===== src/rtl/rt_trav_pkg.sv =====
// rtl/rt_trav_pkg.sv - shared types and constants for BVH slab traversal
// Contents: Q16.16 scalar, node index, child box layout, stack entry, FSM state encoding.
package rt_trav_pkg;

  localparam int          NODE_IDX_W = 24;
  localparam logic [31:0] Q16_ONE    = 32'h0001_0000;

  typedef logic signed [31:0]    q16_t;
  typedef logic [NODE_IDX_W-1:0] node_idx_t;

  // Member order puts xmin in the least significant word, matching the
  // {zmax,ymax,xmax,zmin,ymin,xmin} bus layout from the node cache.
  typedef struct packed {
    q16_t zmax;
    q16_t ymax;
    q16_t xmax;
    q16_t zmin;
    q16_t ymin;
    q16_t xmin;
  } box_t;

  typedef struct packed {
    node_idx_t idx;
    logic      leaf;
    q16_t      t_near;
  } stack_ent_t;

  typedef enum logic [3:0] {
    S_IDLE,
    S_FETCH,
    S_WAITN,
    S_TEST0,
    S_TEST1,
    S_COLLECT,
    S_DECIDE,
    S_NEXT,
    S_EMIT,
    S_POP,
    S_DONE
  } trav_state_t;

endpackage


===== src/rtl/trav_stack.sv =====
// rtl/trav_stack.sv - synchronous LIFO holding deferred far children
// Ports: clk/rst; push/push_data write; pop discards top; top_data shows the
// current top; full/empty status; drop flags a push that was discarded because full.
module trav_stack #(
  parameter int W     = 57,
  parameter int DEPTH = 8
) (
  input  logic         clk,
  input  logic         rst,
  input  logic         push,
  input  logic [W-1:0] push_data,
  input  logic         pop,
  output logic [W-1:0] top_data,
  output logic         full,
  output logic         empty,
  output logic         drop
);

  localparam int AW = $clog2(DEPTH);

  logic [W-1:0] mem [DEPTH];
  logic [AW:0]  sp;
  logic [AW:0]  sp_m1;

  assign sp_m1    = sp - 1'b1;
  assign full     = (sp == (AW+1)'(DEPTH));
  assign empty    = (sp == '0);
  assign drop     = push && full;
  assign top_data = mem[sp_m1[AW-1:0]];

  always_ff @(posedge clk) begin
    if (rst) begin
      sp <= '0;
    end else begin
      if (push && !full) begin
        mem[sp[AW-1:0]] <= push_data;
        sp              <= sp + 1'b1;
      end else if (pop && !empty) begin
        sp <= sp_m1;
      end
    end
  end

  // The traversal FSM never pushes and pops in the same cycle.
  always_ff @(posedge clk) begin
    if (!rst) begin
      assert (!(push && pop));
    end
  end

endmodule


===== src/rtl/bvh_slab_traverser.sv =====
// rtl/bvh_slab_traverser.sv - BVH traversal initiator feeding a ray/box slab tester
// Ports: ray_* accepts one ray; node_req_*/node_rsp_* fetch nodes from the cache;
// slab_* issues child boxes and takes hit/t results one cycle later; leaf_* hands
// hit leaves to the triangle stage; done_* reports completion and stack overflow.
module bvh_slab_traverser
  import rt_trav_pkg::*;
#(
  parameter int IDX_W       = 24,
  parameter int STACK_DEPTH = 8
) (
  input  logic              clk,
  input  logic              rst,
  input  logic              ray_valid,
  output logic              ray_ready,
  input  logic [95:0]       ray_o,
  input  logic [95:0]       ray_inv,
  input  logic [31:0]       ray_tmax,
  input  logic [IDX_W-1:0]  ray_root,
  output logic              node_req_valid,
  input  logic              node_req_ready,
  output logic [IDX_W-1:0]  node_req_addr,
  input  logic              node_rsp_valid,
  input  logic [191:0]      node_rsp_box0,
  input  logic [191:0]      node_rsp_box1,
  input  logic [IDX_W-1:0]  node_rsp_child0,
  input  logic [IDX_W-1:0]  node_rsp_child1,
  input  logic [1:0]        node_rsp_leaf,
  output logic              slab_valid,
  output logic [191:0]      slab_box,
  output logic [95:0]       slab_o,
  output logic [95:0]       slab_inv,
  input  logic              slab_rsp_valid,
  input  logic              slab_hit,
  input  logic [31:0]       slab_t_near,
  input  logic [31:0]       slab_t_far,
  output logic              leaf_valid,
  input  logic              leaf_ready,
  output logic [IDX_W-1:0]  leaf_idx,
  output logic [31:0]       leaf_t_near,
  output logic              done_valid,
  input  logic              done_ready,
  output logic              done_overflow
);

  localparam int ENT_W = IDX_W + 1 + 32;

  trav_state_t st, st_nxt;

  logic [95:0]      ray_o_q, ray_inv_q;
  q16_t             tmax_q;
  logic [IDX_W-1:0] cur_idx;
  logic             cur_leaf;
  q16_t             cur_t;
  box_t             box0_q, box1_q;
  logic [IDX_W-1:0] c0_q, c1_q;
  logic [1:0]       leaf_q;
  logic             hit0_q, hit1_q;
  q16_t             tn0_q, tn1_q;
  logic             ovf_q;

  logic             acc0, acc1, near0;
  logic             push, pop, full, empty, drop;
  logic [ENT_W-1:0] push_data, top_data;

  // Exit distance is not needed: acceptance only looks at entry distance.
  logic unused_t_far;
  assign unused_t_far = ^slab_t_far;

  assign acc0  = hit0_q && (tn0_q <= tmax_q);
  assign acc1  = hit1_q && (tn1_q <= tmax_q);
  assign near0 = (tn0_q <= tn1_q);

  assign push      = (st == S_DECIDE) && acc0 && acc1;
  assign pop       = (st == S_POP) && !empty;
  assign push_data = near0 ? {c1_q, leaf_q[1], tn1_q} : {c0_q, leaf_q[0], tn0_q};

  trav_stack #(
    .W     (ENT_W),
    .DEPTH (STACK_DEPTH)
  ) u_stack (
    .clk       (clk),
    .rst       (rst),
    .push      (push),
    .push_data (push_data),
    .pop       (pop),
    .top_data  (top_data),
    .full      (full),
    .empty     (empty),
    .drop      (drop)
  );

  always_ff @(posedge clk) begin
    if (rst) st <= S_IDLE;
    else     st <= st_nxt;
  end

  always_comb begin
    st_nxt         = st;
    ray_ready      = 1'b0;
    node_req_valid = 1'b0;
    slab_valid     = 1'b0;
    slab_box       = '0;
    leaf_valid     = 1'b0;
    done_valid     = 1'b0;
    case (st)
      S_IDLE: begin
        ray_ready = 1'b1;
        if (ray_valid) st_nxt = S_FETCH;
      end
      S_FETCH: begin
        node_req_valid = 1'b1;
        if (node_req_ready) st_nxt = S_WAITN;
      end
      S_WAITN:   if (node_rsp_valid) st_nxt = S_TEST0;
      S_TEST0: begin
        slab_valid = 1'b1;
        slab_box   = box0_q;
        st_nxt     = S_TEST1;
      end
      S_TEST1: begin
        slab_valid = 1'b1;
        slab_box   = box1_q;
        st_nxt     = S_COLLECT;
      end
      S_COLLECT: st_nxt = S_DECIDE;
      S_DECIDE:  st_nxt = (acc0 || acc1) ? S_NEXT : S_POP;
      S_NEXT:    st_nxt = cur_leaf ? S_EMIT : S_FETCH;
      S_EMIT: begin
        leaf_valid = 1'b1;
        if (leaf_ready) st_nxt = S_POP;
      end
      S_POP:     st_nxt = empty ? S_DONE : S_NEXT;
      S_DONE: begin
        done_valid = 1'b1;
        if (done_ready) st_nxt = S_IDLE;
      end
      default:   st_nxt = S_IDLE;
    endcase
  end

  assign node_req_addr = cur_idx;
  assign leaf_idx      = cur_idx;
  assign leaf_t_near   = cur_t;
  assign slab_o        = ray_o_q;
  assign slab_inv      = ray_inv_q;
  assign done_overflow = ovf_q;

  always_ff @(posedge clk) begin
    if (rst) begin
      ray_o_q   <= '0;
      ray_inv_q <= '0;
      tmax_q    <= '0;
      cur_idx   <= '0;
      cur_leaf  <= 1'b0;
      cur_t     <= '0;
      box0_q    <= '0;
      box1_q    <= '0;
      c0_q      <= '0;
      c1_q      <= '0;
      leaf_q    <= '0;
      hit0_q    <= 1'b0;
      hit1_q    <= 1'b0;
      tn0_q     <= '0;
      tn1_q     <= '0;
      ovf_q     <= 1'b0;
    end else begin
      case (st)
        S_IDLE: if (ray_valid) begin
          ray_o_q   <= ray_o;
          ray_inv_q <= ray_inv;
          tmax_q    <= ray_tmax;
          cur_idx   <= ray_root;
          cur_leaf  <= 1'b0;     // the root is always fetched, never emitted
          cur_t     <= '0;
          ovf_q     <= 1'b0;
        end
        S_WAITN: if (node_rsp_valid) begin
          box0_q <= node_rsp_box0;
          box1_q <= node_rsp_box1;
          c0_q   <= node_rsp_child0;
          c1_q   <= node_rsp_child1;
          leaf_q <= node_rsp_leaf;
        end
        // A missing result pulse leaves the child marked as a miss.
        S_TEST0: begin
          hit0_q <= 1'b0;
          hit1_q <= 1'b0;
        end
        S_TEST1: if (slab_rsp_valid) begin
          hit0_q <= slab_hit;
          tn0_q  <= slab_t_near;
        end
        S_COLLECT: if (slab_rsp_valid) begin
          hit1_q <= slab_hit;
          tn1_q  <= slab_t_near;
        end
        S_DECIDE: begin
          if (acc0 && (!acc1 || near0)) begin
            cur_idx  <= c0_q;
            cur_leaf <= leaf_q[0];
            cur_t    <= tn0_q;
          end else if (acc1) begin
            cur_idx  <= c1_q;
            cur_leaf <= leaf_q[1];
            cur_t    <= tn1_q;
          end
          if (drop) ovf_q <= 1'b1;
        end
        S_POP: if (!empty) begin
          cur_idx  <= top_data[ENT_W-1 -: IDX_W];
          cur_leaf <= top_data[32];
          cur_t    <= top_data[31:0];
        end
        default: ;
      endcase
    end
  end

endmodule


===== config.mk =====
export PLATFORM = sky130hd
export DESIGN_NAME = bvh_slab_traverser
export DESIGN_NICKNAME = d
export VERILOG_FILES = /design/src/rtl/rt_trav_pkg.sv /design/src/rtl/trav_stack.sv /design/src/rtl/bvh_slab_traverser.sv
export SDC_FILE = /design/constraint.sdc
export NUM_CORES = 2
export LEC_CHECK = 0
export BUFFER_PORTS_ARGS = -buffer_cell sky130_fd_sc_hd__buf_2
export CAP_MARGIN = 10
export CORE_AREA = 10 10 465 467
export CTS_CLUSTER_DIAMETER = 80
export DETAILED_ROUTE_END_ITERATION = 6
export DIE_AREA = 0 0 475 477
export PLACE_DENSITY_LB_ADDON = 0.1
export SYNTH_ARGS = -nofsm -noshare
export SYNTH_HDL_FRONTEND = slang
export SYNTH_HIERARCHICAL = 1
export SYNTH_SLANG_ARGS = --single-unit

===== constraint.sdc =====
create_clock -name clk -period 9.1 [get_ports clk]
set_clock_uncertainty 0.2 [all_clocks]
set_input_delay 1.365 -clock clk [delete_from_list [all_inputs] [get_ports clk]]
set_output_delay 1.365 -clock clk [all_outputs]
set_load 0.02 [all_outputs]

-- After elaboration in Yosys (flattened, before gate mapping)
Memories as Yosys holds them, arrays and structs flattened.
Cells that the tools add are included.
- shift-type cells: 0
- add/sub/neg operators: 2
- bitwise logic cells: 0
- multiplexer cells: 41
- equality and inequality tests: 21
- magnitude comparators: 3
- reductions and logical operators: 31
- divide/modulo/power cells: 0
- multiply operators: 0
- operators by type and width (cell ; number):
    192-bit case mux with 2 select lines ; 1
    32-bit two-way mux ; 4
    32-bit <= comparator ; 3
    24-bit two-way mux ; 4
    32-bit case mux with 3 select lines ; 1
    24-bit case mux with 3 select lines ; 1
    57-bit two-way mux ; 1
    4-bit case mux with 11 select lines ; 1
    4-bit two-way mux ; 10
    2-bit != test (second input constant) ; 9
    4-bit by 3-bit equality test with 1-bit output (second input constant) ; 4
    4-bit equality test (second input constant) ; 4
    1-bit two-way mux ; 14
    2-bit AND reduction ; 6
    1-bit logical AND ; 9
    4-bit by 2-bit equality test with 1-bit output (second input constant) ; 2
    4-bit logical NOT ; 2
    2-bit nonzero test ; 4
    1-bit case mux with 2 select lines ; 3
    5-bit AND reduction ; 1
    4-bit by 1-bit adder with 4-bit output (second input constant) ; 1
    4-bit by 1-bit equality test with 1-bit output (second input constant) ; 1
    4-bit AND reduction ; 1
    4-bit by 1-bit subtractor with 4-bit output (second input constant) ; 1
    7 further kinds ; 10
- memory bits (read-only): 0
- output and inout port bits: 470
- memories: 1
- memory bits (writable): 456
- bits in latches: 0
- register bits: 790
- word-level logic and storage cells: 127
- memory list (name ; depth ; bits a word ; rd ports ; clocked after memory_dff ; write ports ; line ; source):
    u_stack.mem ; 8 ; 57 ; 1 ; 0 ; 1 ; trav_stack.sv:21 ; logic [W-1:0] mem [DEPTH];

-- Logic depth before layout (Yosys ltp)
- depth after elaboration: 8
- mapped depth: 14
- depth with buffers taken out: 12

-- Hierarchy
Netlist, hierarchy kept.
- by module, submodules not included (module ; cells each ; times used ; area an instance (um2)):
    bvh_slab_traverser ; 4360 ; 1 ; 34076.4
    trav_stack ; 713 ; 1 ; 17479.3

-- Least setup slack after synthesis
OpenSTA, ideal clock, no wires.
- path type: register to register
- from: reg tmax_q[25]
- to: mem u_stack.mem[0][0] (enable)
- required time: 8.358 ns
- path slack: 1.278 ns
- arrival: 7.080 ns
- library setup time: 0.542 ns
- stages on the path, launching flop included: 14
- buffers on the path: 2
- path through: dfxtp_1 inv_1 ha_1 nand4_1 nor4_2 nand4_1 o32a_1 o32ai_1 clkbuf_1 clkbuf_1 and3_1 inv_1 or4_1 nor3_1
- cells in the longest elaborated chain, start to end: 8
- elaborated cells on any way between the ends: 10
- classes of those cells: order compare: 2; mux: 3; reduce/logical: 5
- ends and longest elaborated chain (element ; line ; source):
    start, declared ; bvh_slab_traverser.sv:50 ; q16_t tmax_q;
    start signal, assigned ; bvh_slab_traverser.sv:171 ; tmax_q <= ray_tmax;
    32-bit <= comparator ; bvh_slab_traverser.sv:69 ; assign acc0 = hit0_q && (tn0_q <= tmax_q);
    1-bit logical AND ; bvh_slab_traverser.sv:69 ;
    1-bit logical AND ; bvh_slab_traverser.sv:73 ; assign push = (st == S_DECIDE) && acc0 && acc1;
    1-bit logical AND (*) ; bvh_slab_traverser.sv:73 ;
    named net push ; bvh_slab_traverser.sv:62 ; logic push, pop, full, empty, drop;
    1-bit logical AND (*) ; trav_stack.sv:35 ; if (push && !full) begin
    1-bit two-way mux (*) ; trav_stack.sv:35 ;
    1-bit two-way mux (*) ; trav_stack.sv:32 ; if (rst) begin
    1-bit two-way mux (not written as such) (*) ; trav_stack.sv:36 ; mem[sp[AW-1:0]] <= push_data;
    end, declared ; trav_stack.sv:21 ;
Mark *: on every way through the listed nets, which the timed path passes. The rest lies on a longest branch.

-- Worst setup path in the final report
- from: reg tmax_q[31]
- to: mem u_stack.mem[2][11] (enable)
Same word-level chain as after synthesis.

==> results.py <==
metrics = {
    "run_status": {
        "status": "finished, final reports clean",
    },
    "cells_and_area": {
        "fin_nets": 6923,
        "layout.cells.non_filler": 8964,
        "area_growth_pct": 26.61,
        "drive_above_1_share_pct": 28.71,
    },
    "power": {
        "p_switching_w": 0.004296,
        "swShare_pct": 29.32,
        "p_clk_share_pct": 43.3,
        "p_leak_nw": 24.44,
        "p_comb_share_pct": 14.2,
        "power_w": 0.01465,
        "power_density_nw_per_um2": 224.5,
        "seqPwrFrac_pct": 42.6,
        "intPower_w": 0.01036,
        "vdd_drop_max_uv": 195.8,
    },
    "timing": {
        "post-route-period-util_pct": 66.26,
        "hold_violations": 0,
        "tightest_slew_ns": 1.229,
        "relSlewSlack_pct": 17.23,
        "setup-violations-final": 0,
        "rsz0062_at_grt": "false",
        "fmax_ghz": 0.1658,
        "slew_violations": 0,
        "fin_setup_tns_ns": 0,
        "min_period_ns": 6.030,
        "timing.final.ws_setup_ns": 3.070,
    },
    "critical_path": {
        "max_stage_delay_ns": 0.73,
        "r2r-end": "u_stack/mem[2][11]",
        "path_class": "flop to flop",
        "crit_required_ns": 9.32,
        "path_buf_inv": 3,
        "crit_end": "u_stack/mem[2][11]",
        "cpMaxStageDelayCell": "buf_4",
        "rr_worst_depth": 12,
        "crit_path_end_kind": "flop",
        "crit_cells": 12,
        "path_cells": "inv_1 -> ha_1 -> nand3_2 -> or4_4 -> o41a_1 -> o311ai_1 -> and4b_1 -> and3_1 -> inv_1 -> or4_1 -> nor2_4 -> buf_4",
        "crit_start": "tmax_q[31]",
        "worstSetupStartpointType": "flop",
        "r2r_start": "tmax_q[31]",
        "arrival_ns": 6.25,
        "r2r_setup_slack_ns": 3.07,
        "crit_path_max_fanout": 41,
        "path_common_cell": "inv_1",
        "cpLargestDelayFamily": "simple AND/OR/NAND/NOR gates",
    },
    "routing": {
        "drc_errors": 0,
        "wl_met1_microns": 101900,
        "via_per_inst": 4.843,
        "wl_met2_microns": 118900,
        "wl_met3_microns": 20040,
        "totalWireLength_microns": 247800,
        "top_layer": "met5",
        "vias": 43417,
        "wl_per_cell_microns": 27.65,
        "ant_nets": 0,
        "drt_iter0_drc": 3332,
        "drt_pass1_iterations": 6,
    },
    "cts": {
        "root_buffer": "clkbuf_16",
        "hold_buffers": 0,
        "clock_path_buffers": 3,
        "cts_buffers": 156,
        "insertion_delay_ns": 0.82,
        "cts_sinks": 1246,
        "post_cts_buffers": 0,
        "cts_max_level": 4,
        "cts_tree": "built",
        "path_clk_slew_ns": 0.06,
        "ctsResizeCount": 0,
    },
    "logic_synthesis": {
        "synth_edf_count": 456,
        "async_flop_share_pct": 0,
        "syn_nets": 5926,
        "synth_ff_type": "dfxtp_1",
        "ys_seq_area_share_pct": 57.24,
        "synth_top_area_share_pct": 30.68,
        "synthCells": 5073,
        "netlist.top_cell.by_area": "dfxtp_1",
        "synth_cell_types": 75,
        "synth_most_common_cell": "nand2_1",
        "avgSynthCellArea_sq_um": 10.16,
        "synth_area_sq_um": 51560,
        "ys_seq_elements": 1246,
        "synthTopCellsByArea": "dfxtp_1 31%, edfxtp_1 27%, nand2_1 12%",
        "synth_common_cells": "1592 x nand2_1, 790 x dfxtp_1, 765 x a21oi_1, 456 x edfxtp_1, 309 x clkbuf_1",
        "yosys_warnings": 6,
    },
    "placement": {
        "io_buffers": 1192,
        "hpwl_microns": 178400,
        "dp_slack_ns": 3.041,
        "place_inst": 8615,
        "gp_congestion": 0.8963,
    },
    "die": {
        "row_count": 167,
        "boundaryPins": 1225,
        "core_area_sq_um": 206400,
        "fp.dieH_microns": 477,
        "start_util_pct": 24.97,
        "die_w_microns": 475,
        "dieArea_sq_um": 226600,
    },
    "global_routing": {
        "antenna_found_initial": 209,
        "grt.total_usage_pct": 20.88,
        "grt_pass1_wl_microns": 340200,
        "grt-ovfl-total": 0,
        "grt_max_degree": 199,
        "grt_pass1_vias": 41771,
    },
    "job": {
        "cap_violations": 0,
    },
    "worst_hold_path": {
        "hp-class": "flop to flop",
    },
}
==> worst min-delay path by stage <==
stage,slack (ns),cells after the start,end,startpoint
detailed placement,0.24,2,slab_inv[32],slab_inv[32]
global route,0.27,2,slab_o[20],slab_o[20]
finish,0.25,2,slab_inv[32],slab_inv[32]
CTS,0.25,2,slab_inv[32],slab_inv[32]
floorplan,0.24,2,box0_q[0],box0_q[0]
global placement,0.24,2,slab_inv[81],slab_inv[81]
==> area by class of cell <==
type / instances / area (sq um)
fill: 21799 / 141200
sequential: 1246 / 29510
multi-input combinational: 3336 / 20110
timing repair buffer: 1254 / 6591
clock buffer: 223 / 4453
tap: 2704 / 3383
clock inverter: 61 / 779.5
inverter: 76 / 285.3
antenna: 64 / 160.2
==> worst min-delay path: stages, from the launching register on <==
cell and delay, ns:
dfxtp_1 0.30, nand2_1 0.05, a21oi_1 0.05
==> per-layer routing <==
metal  vias to the layer above  global-route usage, %
met5                         -                      0
met4                       176                  4.746
met3                       471                  7.170
met2                      1387                  34.70
met1                     21378                  25.96
li1                      20005                      -
==> per-stage QoR <==
stage               utilization (%)  instance area, sq um  hold WS, ns
global placement              29.00                 59870       0.2377
finish                        31.62                 65280       0.2491
floorplan                         -                 51560       0.2360
detailed placement            29.00                 59870       0.2435
CTS                           31.54                 65110       0.2514
global route                  31.57                 65180       0.2657
==> registers in the layout, indices dropped and copies added (netlist names), 2 cells and up <==
signal,count
box0_q,192
u_stack/mem,456
u_stack/sp,4
leaf_q,2
slab_o,96
tn0_q,32
leaf_idx,24
tn1_q,32
c1_q,24
tmax_q,32
st,4
box1_q,192
leaf_t_near,32
c0_q,24
slab_inv,96
==> cell families after synthesis <==
family	synth area share, %
DFF	57.24
buffers and inverters	4.138
AOI/OAI and AO/OA	15.83
adders and majority gates	2.378
muxes	6.790
xor gates and xnor gates	0.03398
and+or+nand+nor	13.59
==> power groups by stage <==
stage                     Combinational [W]  Clock, W  Sequential [W]
after global routing                0.00226   0.00675         0.00627
after global placement              0.00211         0         0.00635
final                               0.00208   0.00634         0.00624
after CTS                           0.00212   0.00654         0.00624
after floorplan                     0.00102         0         0.00649
after detailed placement            0.00212         0         0.00635
==> cells in the final DEF (no fill, tap or decap), types with 79 or more instances in the layout <==
| master | n |
|---|---|
| clkbuf_16 | 161 |
| ha_1 | 97 |
| buf_2 | 1191 |
| mux4_2 | 114 |
| a21oi_1 | 765 |
| edfxtp_1 | 456 |
| mux2_2 | 82 |
| a22o_1 | 192 |
| nand2_1 | 1591 |
| nor2_1 | 79 |
| dfxtp_1 | 789 |
No activity file was read; power rests on OpenSTA's default activity.
